## src/rtl/hazard_stall_unit_pkg.sv

```systemverilog
// Shared definitions for the hazard stall unit: FSM state encodings and the zero register index.
package hazard_stall_unit_pkg;

    typedef enum logic [1:0] {
        S_IDLE     = 2'd0,
        S_LU_STALL = 2'd1,
        S_MEM_WAIT = 2'd2
    } state_e;

    localparam logic [4:0] REG_ZERO = 5'd0;

endpackage

```

## src/rtl/hazard_stat_counter.sv

```systemverilog
// Saturating up-counter with enable and synchronous clear.
module hazard_stat_counter #(
    parameter int unsigned     Width  = 8,
    parameter logic [Width-1:0] MaxVal = '1
) (
    input  logic             clk_i,
    input  logic             clr_i,
    input  logic             en_i,
    output logic [Width-1:0] cnt_o
);

    logic [Width-1:0] cnt_q, cnt_d;

    always_comb begin
        cnt_d = cnt_q;
        if (clr_i) begin
            cnt_d = '0;
        end else if (en_i && (cnt_q != MaxVal)) begin
            cnt_d = cnt_q + 1'b1;
        end
    end

    always_ff @(posedge clk_i) begin
        cnt_q <= cnt_d;
    end

    assign cnt_o = cnt_q;

endmodule

```

## src/rtl/hazard_stall_unit.sv

```systemverilog
// Stall/flush controller for load-use, taken-branch and data-memory wait hazards.
// Optional statistics counters are built when STALL_STATS_EN is defined.
module hazard_stall_unit
    import hazard_stall_unit_pkg::*;
#(
    parameter int unsigned MAX_WAIT = 16
`ifdef STALL_STATS_EN
    ,
    parameter int unsigned CNT_W    = 32
`endif
) (
    input  logic             clk_i,
    input  logic             rst_i,
    input  logic [4:0]       id_rs_i,
    input  logic [4:0]       id_rt_i,
    input  logic             id_uses_rt_i,
    input  logic [4:0]       id_ex_rt_i,
    input  logic             id_ex_mem_read_i,
    input  logic             ex_branch_taken_i,
    input  logic             mem_req_i,
    input  logic             mem_ready_i,
    output logic             pc_write_o,
    output logic             if_id_write_o,
    output logic             id_ex_write_o,
    output logic             ex_mem_write_o,
    output logic             if_id_flush_o,
    output logic             id_ex_flush_o,
    output logic             mem_wb_bubble_o,
`ifdef STALL_STATS_EN
    output logic [CNT_W-1:0] stall_cycles_o,
    output logic [CNT_W-1:0] flush_count_o,
`endif
    output logic             mem_timeout_o
);

    localparam int unsigned      WaitW    = $clog2(MAX_WAIT + 1);
    localparam logic [WaitW-1:0] WaitMax  = WaitW'(MAX_WAIT);
    localparam logic [WaitW-1:0] WaitLast = WaitW'(MAX_WAIT - 1);

    state_e           state_q, state_d;
    logic             timeout_q;
    logic [WaitW-1:0] wait_cnt;
    logic             freeze;
    logic             lu;

    assign freeze = mem_req_i & ~mem_ready_i;

    // A second bubble for the same load is suppressed while in S_LU_STALL.
    assign lu = id_ex_mem_read_i && (id_ex_rt_i != REG_ZERO) &&
                ((id_rs_i == id_ex_rt_i) || (id_uses_rt_i && (id_rt_i == id_ex_rt_i))) &&
                (state_q != S_LU_STALL);

    always_comb begin
        pc_write_o      = 1'b1;
        if_id_write_o   = 1'b1;
        id_ex_write_o   = 1'b1;
        ex_mem_write_o  = 1'b1;
        if_id_flush_o   = 1'b0;
        id_ex_flush_o   = 1'b0;
        mem_wb_bubble_o = 1'b0;
        if (rst_i) begin
            pc_write_o      = 1'b0;
            if_id_write_o   = 1'b0;
            id_ex_write_o   = 1'b0;
            ex_mem_write_o  = 1'b0;
            if_id_flush_o   = 1'b1;
            id_ex_flush_o   = 1'b1;
            mem_wb_bubble_o = 1'b1;
        end else if (freeze) begin
            pc_write_o      = 1'b0;
            if_id_write_o   = 1'b0;
            id_ex_write_o   = 1'b0;
            ex_mem_write_o  = 1'b0;
            mem_wb_bubble_o = 1'b1;
        end else if (ex_branch_taken_i) begin
            // The ID instruction is on the wrong path, so any load-use match is moot.
            if_id_flush_o = 1'b1;
            id_ex_flush_o = 1'b1;
        end else if (lu) begin
            pc_write_o    = 1'b0;
            if_id_write_o = 1'b0;
            id_ex_flush_o = 1'b1;
        end
    end

    always_comb begin
        state_d = state_q;
        case (state_q)
            S_IDLE: begin
                if (freeze) begin
                    state_d = S_MEM_WAIT;
                end else if (lu && !ex_branch_taken_i) begin
                    state_d = S_LU_STALL;
                end
            end
            S_LU_STALL: state_d = freeze ? S_MEM_WAIT : S_IDLE;
            S_MEM_WAIT: state_d = freeze ? S_MEM_WAIT : S_IDLE;
            default:    state_d = S_IDLE;
        endcase
    end

    always_ff @(posedge clk_i) begin
        if (rst_i) begin
            state_q   <= S_IDLE;
            timeout_q <= 1'b0;
        end else begin
            state_q <= state_d;
            if (freeze && (wait_cnt == WaitLast)) begin
                timeout_q <= 1'b1;
            end
        end
    end

    // Wait counter restarts from zero on every non-frozen cycle.
    hazard_stat_counter #(
        .Width  (WaitW),
        .MaxVal (WaitMax)
    ) u_wait_cnt (
        .clk_i (clk_i),
        .clr_i (rst_i | ~freeze),
        .en_i  (freeze),
        .cnt_o (wait_cnt)
    );

    assign mem_timeout_o = timeout_q;

`ifdef STALL_STATS_EN
    logic stall_en;
    logic flush_en;

    assign stall_en = freeze | (lu & ~ex_branch_taken_i);
    assign flush_en = ~freeze & ex_branch_taken_i;

    hazard_stat_counter #(
        .Width  (CNT_W),
        .MaxVal ({CNT_W{1'b1}})
    ) u_stall_cnt (
        .clk_i (clk_i),
        .clr_i (rst_i),
        .en_i  (stall_en),
        .cnt_o (stall_cycles_o)
    );

    hazard_stat_counter #(
        .Width  (CNT_W),
        .MaxVal ({CNT_W{1'b1}})
    ) u_flush_cnt (
        .clk_i (clk_i),
        .clr_i (rst_i),
        .en_i  (flush_en),
        .cnt_o (flush_count_o)
    );
`else
    // No statistics hardware in the default build.
`endif

endmodule

```

## config.mk

```make
export PLATFORM = sky130hd
export DESIGN_NAME = hazard_stall_unit
export DESIGN_NICKNAME = d
export VERILOG_FILES = /design/src/rtl/hazard_stall_unit_pkg.sv /design/src/rtl/hazard_stat_counter.sv /design/src/rtl/hazard_stall_unit.sv
export SDC_FILE = /design/constraint.sdc
export NUM_CORES = 1
export LEC_CHECK = 0
export CAP_MARGIN = 20
export CORE_ASPECT_RATIO = 1.4
export CORE_MARGIN = 2
export CORE_UTILIZATION = 25
export CTS_CLUSTER_DIAMETER = 200
export DETAILED_ROUTE_END_ITERATION = 16
export GPL_TIMING_DRIVEN = 0
export MAX_ROUTING_LAYER = met4
export PLACE_DENSITY = 0.63
export SLEW_MARGIN = 20
export SYNTH_ARGS = -nofsm -noshare
export SYNTH_HDL_FRONTEND = slang
export SYNTH_SLANG_ARGS = --single-unit
```

## constraint.sdc

```tcl
create_clock -name clk_i -period 1.7 [get_ports clk_i]
set_input_delay 0.17 -clock clk_i [delete_from_list [all_inputs] [get_ports clk_i]]
set_output_delay 0.17 -clock clk_i [all_outputs]
set_load 0.005 [all_outputs]
```

==> metrics.txt <==
# TYPE chip_impl_metric gauge
chip_impl_metric{name="first_global_vias",unit=""} 721
chip_impl_info{name="layout.cells.most_common",value="sky130_fd_sc_hd__clkdlybuf4s50_1"} 1
chip_impl_metric{name="track_usage",unit=""} 0.128
chip_impl_info{name="cts_tree",value="done"} 1
chip_impl_metric{name="fin_worst_skew",unit="ns"} 0.00186
chip_impl_metric{name="buffers_inverters_on_critical_path",unit=""} 3
chip_impl_metric{name="dp_cells",unit=""} 125
chip_impl_metric{name="finish.utilization",unit=""} 0.441
chip_impl_metric{name="grt_start_max_net_pins",unit=""} 8
chip_impl_metric{name="final_layout_size_suffix_gt1_frac",unit=""} 0.345
chip_impl_metric{name="fp.dieArea",unit="sq um"} 2880
chip_impl_metric{name="number_of_register_bits_inferred_by_synthesis",unit=""} 8
chip_impl_metric{name="post-route-period-util",unit=""} 1.01
chip_impl_metric{name="synth_cells",unit=""} 73
chip_impl_metric{name="core.rowCount",unit=""} 21
chip_impl_metric{name="critical_path.max_stage_delay",unit="ns"} 0.33
chip_impl_metric{name="synthesis.yosys.warnings",unit=""} 0
chip_impl_metric{name="first_pass_grt_wire_length",unit="um"} 2740
chip_impl_metric{name="ios",unit=""} 30
chip_impl_metric{name="clock-sinks",unit=""} 8
chip_impl_info{name="postSynth.topFlopCell",value="sky130_fd_sc_hd__dfxtp_1"} 1
chip_impl_metric{name="layout.filler_cells",unit=""} 232
chip_impl_metric{name="insertedDiodeCount",unit=""} 0
chip_impl_metric{name="dieHeight",unit="um"} 62.7
chip_impl_metric{name="cp.required",unit="ns"} 1.53
chip_impl_metric{name="ffs_w_async_s_r_synth",unit=""} 0
chip_impl_metric{name="maxCapViolations",unit=""} 0
chip_impl_metric{name="placed_cell_area",unit="sq um"} 933
chip_impl_metric{name="timing_limited_maximum_frequency",unit="MHz"} 583
chip_impl_metric{name="initialDrtViolationCount",unit=""} 2
chip_impl_metric{name="final_nets",unit=""} 140
chip_impl_metric{name="finalCriticalPeriod",unit="ns"} 1.71
chip_impl_info{name="layout.cells.most_common_list",value="10 x sky130_fd_sc_hd__clkdlybuf4s50_1, 8 x sky130_fd_sc_hd__xor2_1, 8 x sky130_fd_sc_hd__nor2_1"} 1
chip_impl_info{name="critical_path.startpoint_type",value="register"} 1
chip_impl_metric{name="total_number_of_h_tree_levels",unit=""} 1
chip_impl_metric{name="seq_area_frac_synth",unit=""} 0.261
chip_impl_metric{name="synth_fp_nets",unit=""} 101
chip_impl_metric{name="timing.critical_path.fanout_max",unit=""} 3
chip_impl_metric{name="start_util",unit=""} 0.260
chip_impl_info{name="synthTopCellsByArea",value="sky130_fd_sc_hd__dfxtp_1 26%, sky130_fd_sc_hd__xor2_1 14%, sky130_fd_sc_hd__ha_1 12%"} 1
chip_impl_info{name="run_status",value="complete, but fails checks"} 1
chip_impl_metric{name="num_vias",unit=""} 640
chip_impl_info{name="worstSetupPathType",value="register to primary output"} 1
chip_impl_metric{name="fin_ws",unit="ns"} -0.0141
chip_impl_metric{name="synthesis.area",unit="sq um"} 614
chip_impl_metric{name="drt_wl_total",unit="um"} 1610
chip_impl_metric{name="avgRoutedWirePerCell",unit="um"} 12.1
chip_impl_metric{name="cts_inserted_buffers",unit=""} 3
chip_impl_info{name="cpLargestDelayFamily",value="simple AND/OR/NAND/NOR gates"} 1
chip_impl_metric{name="power.clock.fraction",unit=""} 0.284
chip_impl_metric{name="synthDominantCellAreaShare",unit=""} 0.261
chip_impl_info{name="synth_top_area_cell",value="sky130_fd_sc_hd__dfxtp_1"} 1
chip_impl_metric{name="power.static_leakage",unit="nW"} 0.442
chip_impl_metric{name="clock_path_buffers",unit=""} 2
chip_impl_metric{name="final-instance-count-excl-fill",unit=""} 133
chip_impl_info{name="violations",value="setup timing"} 1
chip_impl_metric{name="max_slew.worst_pin.slew",unit="ns"} 0.369
chip_impl_metric{name="antenna_violations_before_repair",unit=""} 0
chip_impl_metric{name="synth-edff-count",unit=""} 0
chip_impl_metric{name="synth_cell_type_count",unit=""} 26
chip_impl_metric{name="vdd.ir_drop.worst",unit="mV"} 0.398
chip_impl_info{name="worstSetupEndpointType",value="primary output"} 1
chip_impl_metric{name="cellPowerDensity",unit="nW/um^2"} 466
chip_impl_metric{name="insertion_delay",unit="ns"} 0.25
chip_impl_metric{name="netSwitchingFraction",unit=""} 0.257
chip_impl_metric{name="clkSlewWorstSetupHoldPaths",unit="ns"} 0.05
chip_impl_info{name="clockRootBuffer",value="sky130_fd_sc_hd__clkbuf_4"} 1
chip_impl_metric{name="timing.max_slew.rel_slack",unit=""} 0.750
chip_impl_metric{name="remaining_drc_errors",unit=""} 0
chip_impl_metric{name="hold_ws",unit="ns"} 0.351
chip_impl_metric{name="finalHoldViolations",unit=""} 0
chip_impl_metric{name="syn_to_final_growth",unit="%"} 69.7
chip_impl_metric{name="grt-ovfl-total",unit=""} 0
chip_impl_metric{name="power.switching",unit="uW"} 125
chip_impl_metric{name="timing.final.setup_violations",unit=""} 1
chip_impl_info{name="critPathSlowestCell",value="sky130_fd_sc_hd__dfxtp_2"} 1
chip_impl_metric{name="hold_fix_buffers_at_cts",unit=""} 0
chip_impl_metric{name="io_buffers",unit=""} 29
chip_impl_metric{name="detailedPlacementHpwl",unit="um"} 1270
chip_impl_info{name="crit_chain",value="inv_2 > ha_4 > nand2b_4 > nor4_4 > nor2_1 > buf_4 > buf_6"} 1
chip_impl_metric{name="power.share.combinational",unit=""} 0.315
chip_impl_metric{name="die_x",unit="um"} 45.9
chip_impl_info{name="hp-class",value="primary input to register"} 1
chip_impl_info{name="rsz_0062_raised_after_global_routing",value="true"} 1
chip_impl_metric{name="core_outline_area",unit="sq um"} 2360
chip_impl_metric{name="totalNegativeSetupSlack",unit="ns"} -0.0141
chip_impl_metric{name="detail_route_antenna_nets",unit=""} 0
chip_impl_metric{name="dr_vias_cell",unit=""} 4.81
chip_impl_metric{name="finalWeightedCongestion",unit=""} 0.713
chip_impl_metric{name="synth_area_per_cell",unit="sq um"} 8.42
chip_impl_metric{name="internal-power",unit="uW"} 361
chip_impl_metric{name="worstPathArrival",unit="ns"} 1.54
chip_impl_metric{name="drt_pre_antenna_iters",unit=""} 2
chip_impl_metric{name="slew_violations",unit=""} 0
chip_impl_metric{name="seq_power_share",unit=""} 0.400
chip_impl_metric{name="post_layout_inst_area",unit="sq um"} 1040
[final timing paths]
| kind | from | end | slack (ns) | cells after the start |
|---|---|---|---|---|
| max | state_q[1]$_SDFFE_PP0P_ | pc_write_o | -0.01 | 7 |
| min | mem_ready_i | mem_timeout_o$_SDFFE_PP0P_ | 0.35 | 4 |
| min reg2reg | mem_timeout_o$_SDFFE_PP0P_ | mem_timeout_o$_SDFFE_PP0P_ | 0.47 | 2 |
| max reg2reg | u_wait_cnt.cnt_o[0]$_SDFFE_PP0P_ | u_wait_cnt.cnt_o[2]$_SDFFE_PP0P_ | 0.10 | 6 |
[power groups by stage]
| stage | combinational [mW] | clock (mW) | sequential [mW] |
|---|---|---|---|
| after floorplan | 0.0551 | 0 | 0.197 |
| after global placement | 0.142 | 0 | 0.197 |
| after detailed placement | 0.145 | 0 | 0.197 |
| after CTS | 0.149 | 0.146 | 0.194 |
| after global routing | 0.168 | 0.159 | 0.194 |
| final | 0.153 | 0.138 | 0.194 |
[flip-flops by register name (all words and copies together), names as in the netlist]
| register | cells |
|---|---|
| u_wait_cnt.cnt_o | 5 |
| state_q | 2 |
| mem_timeout_o | 1 |
[worst min-delay path: cells and delay by family]
kind	cells	cell delay, ns
and+or+nand+nor	2	0.12
AOI/OAI and AO/OA	1	0.14
buffers and inverters	1	0.13
[routing by layer]
metal,track usage,part of all wire,wire length [um],vias to the layer above
met1,0.107,0.33,538,288
met4,0.0714,0.024,38,0
li1,-,-,-,321
met5,-,0,0,-
met2,0.234,0.54,865,25
met3,0.0289,0.11,172,6
[layout make-up]
cell class / count / area (sq um) / area share
flip-flops and latches: 8 / 163 / 0.156
well taps: 23 / 28.8 / 0.0276
plain buffers: 2 / 15.0 / 0.0144
multi-input cells: 56 / 493 / 0.473
inverters: 7 / 26.3 / 0.0252
clock buffers: 3 / 22.5 / 0.0216
repair buffers: 34 / 294 / 0.282
[cell families (layout without fill, tap and decap cells)]
kind of cell,Yosys count,in the layout,synth area share
AOI/OAI and AO/OA,10,10,0.120
xor gates and xnor gates,11,11,0.157
and+or+nand+nor,28,28,0.255
muxes,1,1,0.0183
adders and majority gates,6,6,0.122
buffers and inverters,9,46,0.0672
DFF,8,8,0.261
[cells in the mapped netlist (all sizes together) (2+ instances only)]
cell / number
xor2: 10
nand3: 2
a21oi: 3
ha: 6
dfxtp: 8
nor4: 2
o21bai: 2
buf: 2
inv: 7
nor3: 3
nand2: 4
nand2b: 2
nor2: 10
[metrics by stage]
step	worst slack [ns]	power, mW
2_1_floorplan	0.194	0.252
3_3_place_gp	-0.915	0.339
3_5_place_dp	-0.927	0.342
4_1_cts	-0.0301	0.489
5_1_grt	-0.104	0.522
6_report	-0.0141	0.486
[repair_timing]
action	in CTS	in global routing
buffers inserted	3	2
pin swaps	15	7
endpoints found under the setup margin	8	5
gates resized for setup	67	8
Power figures use the tool's default switching activity.
